$ cat src/rtl/fft_tw_rotator.sv
`default_nettype none
// +----------------------------------------------------------------------------+
// | Module      : fft_tw_rotator                                               |
// | Description : Twiddle rotator for one radix-2 DIF stage. Walks the sample  |
// |               index k of each N = 2^TW_STAGE frame, drives the twiddle ROM |
// |               index, and multiplies each sample by W_N^idx (conjugated for |
// |               IFFT) through a 3-stage pipelined complex multiplier with    |
// |               half-up rounding and saturation. Valid/ready on both sides.  |
// | Ports       : clk, rst            clock, synchronous active-high reset     |
// |               stage, inv          stage number / IFFT flag (taken on sop)  |
// |               in_valid/ready/sop  input handshake, frame start             |
// |               in_re, in_im        input sample                             |
// |               tw_idx              ROM address (combinational)              |
// |               tw_re, tw_im        ROM data (cos, -sin), Q1.FRAC            |
// |               out_valid/ready     output handshake                         |
// |               out_last            sample with k = N-1                      |
// |               out_re, out_im      rotated sample                           |
// | Revision    : 1.0  initial release                                         |
// +----------------------------------------------------------------------------+
module fft_tw_rotator #(
  parameter int DW       = 18,
  parameter int TW_STAGE = 9,
  parameter int FRAC     = 16
) (
  input  logic                clk,
  input  logic                rst,
  input  logic [3:0]          stage,
  input  logic                inv,
  input  logic                in_valid,
  output logic                in_ready,
  input  logic                in_sop,
  input  logic [DW-1:0]       in_re,
  input  logic [DW-1:0]       in_im,
  output logic [TW_STAGE-1:0] tw_idx,
  input  logic [DW-1:0]       tw_re,
  input  logic [DW-1:0]       tw_im,
  output logic                out_valid,
  input  logic                out_ready,
  output logic                out_last,
  output logic [DW-1:0]       out_re,
  output logic [DW-1:0]       out_im
);

  localparam int PW = 2 * DW;
  localparam int SW = 2 * DW + 1;
  localparam logic [TW_STAGE-1:0] C_K_LAST = '1;
  localparam logic signed [SW-1:0] C_HALF = {{(SW-FRAC){1'b0}}, 1'b1, {(FRAC-1){1'b0}}};
  localparam logic signed [SW-1:0] C_MAX  = {{(SW-DW+1){1'b0}}, {(DW-1){1'b1}}};
  localparam logic signed [SW-1:0] C_MIN  = {{(SW-DW+1){1'b1}}, {(DW-1){1'b0}}};

  // Frame context
  logic [TW_STAGE-1:0] r_k;
  logic [3:0]          r_stage;
  logic                r_inv;

  logic                w_en;
  logic                w_accept;
  logic [TW_STAGE-1:0] w_k_eff;
  logic [3:0]          w_stage_eff;
  logic                w_inv_eff;
  logic [3:0]          w_h;
  logic                w_kbit;
  logic [TW_STAGE-1:0] w_mask;
  logic [TW_STAGE-1:0] w_j;

  // The whole pipe moves as one unit; it only stalls when the output is full.
  assign w_en     = ~out_valid | out_ready;
  assign in_ready = w_en;
  assign w_accept = in_valid & w_en;

  assign w_k_eff     = in_sop ? '0    : r_k;
  assign w_stage_eff = in_sop ? stage : r_stage;
  assign w_inv_eff   = in_sop ? inv   : r_inv;

  // Butterfly span bit h selects the lower half; j is the offset inside the
  // group, scaled by 2^stage to address the full-size N-point ROM.
  assign w_h    = 4'(TW_STAGE - 1) - w_stage_eff;
  assign w_kbit = |(w_k_eff & (TW_STAGE'(1) << w_h));
  assign w_mask = {TW_STAGE{1'b1}} >> ({1'b0, w_stage_eff} + 5'd1);
  assign w_j    = w_k_eff & w_mask;
  assign tw_idx = w_kbit ? (w_j << w_stage_eff) : '0;

  // P1 operands, P2 products
  logic signed [DW-1:0] r_a, r_b, r_c, r_d;
  logic                 r_v1, r_last1;
  logic signed [PW-1:0] r_ac, r_bd, r_ad, r_bc;
  logic                 r_v2, r_last2;

  // P3 combine, round half-up, saturate
  logic signed [SW-1:0] w_re_s, w_im_s, w_re_r, w_im_r;

  assign w_re_s = SW'(r_ac) - SW'(r_bd);
  assign w_im_s = SW'(r_ad) + SW'(r_bc);
  assign w_re_r = (w_re_s + C_HALF) >>> FRAC;
  assign w_im_r = (w_im_s + C_HALF) >>> FRAC;

  function automatic logic [DW-1:0] sat(input logic signed [SW-1:0] x);
    if (x > C_MAX)      return C_MAX[DW-1:0];
    else if (x < C_MIN) return C_MIN[DW-1:0];
    else                return x[DW-1:0];
  endfunction

  always_ff @(posedge clk) begin
    if (rst) begin
      r_k       <= '0;
      r_stage   <= '0;
      r_inv     <= 1'b0;
      r_a       <= '0;
      r_b       <= '0;
      r_c       <= '0;
      r_d       <= '0;
      r_v1      <= 1'b0;
      r_last1   <= 1'b0;
      r_ac      <= '0;
      r_bd      <= '0;
      r_ad      <= '0;
      r_bc      <= '0;
      r_v2      <= 1'b0;
      r_last2   <= 1'b0;
      out_valid <= 1'b0;
      out_last  <= 1'b0;
      out_re    <= '0;
      out_im    <= '0;
    end else begin
      if (w_accept) begin
        r_k <= w_k_eff + TW_STAGE'(1);
        if (in_sop) begin
          r_stage <= stage;
          r_inv   <= inv;
        end
      end
      if (w_en) begin
        r_v1    <= w_accept;
        r_last1 <= w_accept & (w_k_eff == C_K_LAST);
        if (w_accept) begin
          r_a <= $signed(in_re);
          r_b <= $signed(in_im);
          r_c <= $signed(tw_re);
          r_d <= w_inv_eff ? -$signed(tw_im) : $signed(tw_im);
        end
        r_ac      <= PW'(r_a) * PW'(r_c);
        r_bd      <= PW'(r_b) * PW'(r_d);
        r_ad      <= PW'(r_a) * PW'(r_d);
        r_bc      <= PW'(r_b) * PW'(r_c);
        r_v2      <= r_v1;
        r_last2   <= r_v1 & r_last1;
        out_valid <= r_v2;
        out_last  <= r_v2 & r_last2;
        out_re    <= sat(w_re_r);
        out_im    <= sat(w_im_r);
      end
    end
  end

endmodule
`default_nettype wire
$ cat config.mk
export PLATFORM = sky130hd
export DESIGN_NAME = fft_tw_rotator
export DESIGN_NICKNAME = d
export VERILOG_FILES = /design/src/rtl/fft_tw_rotator.sv
export SDC_FILE = /design/constraint.sdc
export NUM_CORES = 2
export LEC_CHECK = 0
export CAP_MARGIN = 20
export CORE_MARGIN = 5
export CORE_UTILIZATION = 25
export CTS_CLUSTER_DIAMETER = 120
export DETAILED_ROUTE_END_ITERATION = 7
export GPL_ROUTABILITY_DRIVEN = 1
export SYNTH_ARGS = -nofsm -noshare
export SYNTH_HDL_FRONTEND = slang
export SYNTH_SLANG_ARGS = --single-unit
$ cat constraint.sdc
create_clock -name clk -period 12.61 [get_ports clk]
set_input_delay 1.8915 -clock clk [delete_from_list [all_inputs] [get_ports clk]]
set_output_delay 1.8915 -clock clk [all_outputs]
set_load 0.05 [all_outputs]
==> summary by stage <==
Outcome
The run finished with clean final reports.

Placed design
The HPWL after detailed placement is 135000 um. The number of port buffers is 129. The placer congestion estimate is 0.879.

Clocking
The clock-pin transition on the worst setup and hold timing paths is 0.05 ns. The clock sink total is 272. The clock reaches the later pin of the worst-skew pair after 0.64 ns. The number of buffers inserted for hold repair after clock tree synthesis is 0. The number of buffers created by CTS is 39. The cell sitting at the root of the clock tree is a clkbuf_16. In this run the number of H-tree levels came out at 2. The number of cells upsized or downsized after cts is 0. The number of buffers on the longest clock path is 3.

TritonCTS built the clock tree. Buffers added to address setup during post-CTS repair amount to 0.

Flow run
The max-capacitance violation count is 0.

Yosys
The flip-flop cell with the highest count after synthesis is dfxtp_1. The number of nets produced by synthesis is 9038. The number of instances in the synthesized netlist is 7125. The number of enable-type register cells in the synthesized netlist is 0. Counting distinct cell types in the post-synthesis netlist gives 84. The average instance area after synthesis is 8.75 sq um. The netlist area before placement is 62400 sq um. The post-synthesis sequential element count is 272. The async set-reset flop share out of synthesis is 0%. After synthesis, flip-flops and latches occupy 8.73% of the total area.

During synthesis, Yosys emitted a total of 0 warnings.

Worst hold path
In this run the worst hold path is classified as reg -> reg.

Detailed routing
The remaining antenna violation count is 0. The total length of routed wires is 177000 um. The via density per instance is 4.52.

The final routed wire length divided by cell count is 17.1 um. The violation count after the first detailed-route iteration is 2388. The number of vias in the routed layout is 46800. In the routed design, unresolved DRC markers number 0.

The number of detailed-route iterations in the first pass is 5.

Power
Dividing total power by cell area gives a power density of 101 nW/um^2. Per report_power, the combinational group accounts for 65.1% of the total. Summed over all nets, the switching power comes to 3.44 mW. The fraction of power spent switching nets is 50.1%.

The highest ir drop seen on vdd is 0.109 mV. Cell internal power was estimated by the tool at 3.43 mW. The static power due to leakage is 33.5 nW.

The share of power burned in registers is 17.9%. The part of the total power dissipated in the clock network is 17.0%.

Floorplan
The height of the die is 509 um. After floorplanning, the core was sized to cover 248000 sq um. The row count is 183.

The count of pins on the block boundary is 130. For this configuration, the core starts out at a cell density of 25.1%. The die covers 260000 sq um. From left edge to right edge, the die measures 509 um.

Final layout
The count of nets after finishing is 8902. The synthesis-to-layout area growth is 9.53%. The library cells used most frequently in the layout, excluding fill and tap cells, are inv_1, fa_1, nand2_1. The layout cell share with drive strength beyond 1 is 2.91%. The most common library cell in the layout ignoring fill and taps is inv_1.

The number of filler cells placed in the layout is 26400.

GRT
Global routing finished with a remaining overflow of 0. The number of antenna violations at the first check in global routing came to 7. The first-pass GRT wire length is 284000 um. The pin count of the biggest net entering global routing is 117. The number of global-route vias before repair is 50600.

In the global route stage, overall resource usage came out at 13.8%.

STA
Setup violations remaining at the end of the flow were counted as 0. For the pin with the worst max-slew slack, the measured transition is 1.06 ns. The count of endpoints failing hold in the final timing report is 0. The tightest hold path in the finished design has a slack of 0.453 ns.

The max-slew headroom at the worst pin is 28.5%. The maximum clock rate is 0.124 GHz. The summed negative setup slack over all endpoints is 0 ns.

The max-slew violation count was 0. Setup repair after global routing left no endpoint under its margin. Dividing the final minimum period by the clock period gives 63.9%. The clock period minus final worst setup slack is 8.06 ns. Clock skew on the completed layout was measured at 0.0512 ns.

Critical path
The category of the critical setup timing path is in -> out. The worst setup path is launched from an input port. The endpoint type of the worst setup path is a primary output.

The arrival time reported for the critical path endpoint is 6.17 ns. For the worst setup path, the data required time is 10.72 ns. The largest driver fanout on the critical path is 28.
[registers in the layout, indices dropped and copies added, names as in the netlist]
name       flops
r_v1           1
out_re        18
r_last1        1
r_bd          36
r_v2           1
r_b           18
r_d           18
out_im        18
out_last       1
r_last2        1
r_c           18
r_stage        4
r_ac          36
r_k            9
r_inv          1
out_valid      1
r_a           18
r_bc          36
r_ad          36
[routing by layer]
metal | share of wire (%) | GRT usage (%) | up-vias
met3 | 5.6 | 2.04 | 326
met1 | 40 | 16.9 | 24000
met2 | 50 | 24.2 | 1353
met4 | 4.8 | 5.63 | 4
met5 | 0.015 | 0 | -
li1 | - | - | 21100
[synth_stat cells, types with 7 or more instances]
| library cell | instances | share of area, % |
|---|---|---|
| or4_1 | 7 | 0.084 |
| a31oi_1 | 21 | 0.21 |
| a211o_1 | 9 | 0.13 |
| xnor2_1 | 114 | 1.6 |
| and2_1 | 639 | 6.4 |
| nor2b_1 | 20 | 0.20 |
| nor2_1 | 202 | 1.2 |
| and3_1 | 20 | 0.20 |
| nand2b_1 | 43 | 0.43 |
| o21a_1 | 19 | 0.23 |
| o21ai_0 | 111 | 0.89 |
| o211ai_1 | 11 | 0.13 |
| mux2i_1 | 12 | 0.19 |
| o21bai_1 | 22 | 0.26 |
| a211oi_2 | 14 | 0.28 |
| o31ai_1 | 14 | 0.17 |
| inv_1 | 1571 | 9.5 |
| and4_1 | 8 | 0.11 |
| a21o_1 | 87 | 1.0 |
| nand2_1 | 1005 | 6.0 |
| clkbuf_1 | 372 | 2.2 |
| nor4_1 | 12 | 0.12 |
| nand4_1 | 14 | 0.14 |
| xor2_1 | 69 | 0.97 |
| or3_1 | 19 | 0.19 |
| a21oi_1 | 292 | 2.3 |
| nor3_1 | 45 | 0.36 |
| dfxtp_1 | 272 | 8.7 |
| nor3b_1 | 7 | 0.084 |
| fa_1 | 1316 | 42 |
| nand3_1 | 55 | 0.44 |
| a211oi_1 | 68 | 0.82 |
| ha_1 | 515 | 10 |
[cell families after synthesis]
logic type	after synthesis	synth area share (%)
muxes	15	0.265
AOI/OAI and AO/OA	749	7.67
adders and majority gates	1831	52.6
DFF	272	8.73
xor gates and xnor gates	183	2.57
and+or+nand+nor	2113	16.3
buffers and inverters	1962	11.9
[area by class of cell]
cell class              count  area (sq um)  area share [%]
multi-input cells        4891         49500            72.5
inverters                1573          5910            8.65
flip-flops and latches    272          5460            7.99
well taps                3330          4170            6.10
repair buffers            212          1940            2.83
clock buffers              54          1110            1.63
clock inverters            15           216           0.317
diodes                      6          15.0          0.0220
[critical path, stage by stage]
cell	delay, ns
clkdlybuf4s50_1	0.45
buf_4	0.29
mux2i_1	0.76
nand2_1	0.32
nor2_1	0.19
xor2_1	0.27
nand2_1	0.12
o31a_1	0.13
nor2_1	0.13
a31oi_1	0.12
or3_1	0.42
nor4_1	0.20
clkdlybuf4s50_1	0.86
[final timing paths]
kind | startpoint | to | slack (ns) | cells past startpoint
worst max-delay path | in_sop | tw_idx[0] | 4.55 | 13
worst max register to register | r_a[11]$_SDFFE_PP0P_ | r_ad[34]$_SDFFE_PP0N_ | 5.08 | 26
worst min register to register | r_last1$_SDFFE_PP0N_ | r_last1$_SDFFE_PP0N_ | 0.45 | 2
worst min-delay path | r_last1$_SDFFE_PP0N_ | r_last1$_SDFFE_PP0N_ | 0.45 | 2
[power by group through the flow]
stage	sequential (mW)	clock [mW]	combinational (mW)
2_1_floorplan	1.28	0	3.11
3_3_place_gp	1.25	0	4.38
3_5_place_dp	1.25	0	4.45
4_1_cts	1.23	1.21	4.48
5_1_grt	1.25	1.24	5.01
6_report	1.23	1.17	4.47
[through the flow]
stage,cell area (sq um),worst slack (ns),cells,utilization (%),power (mW)
floorplan,62400,4.82,7125,-,4.39
global placement,66900,4.01,10300,26.9,5.63
detailed placement,66900,4.27,10300,26.9,5.70
CTS,68300,4.25,10300,27.5,6.93
global route,68300,4.15,10300,27.5,7.50
finish,68300,4.55,10400,27.5,6.87
Note: power is estimated with default switching activity, not from simulation.
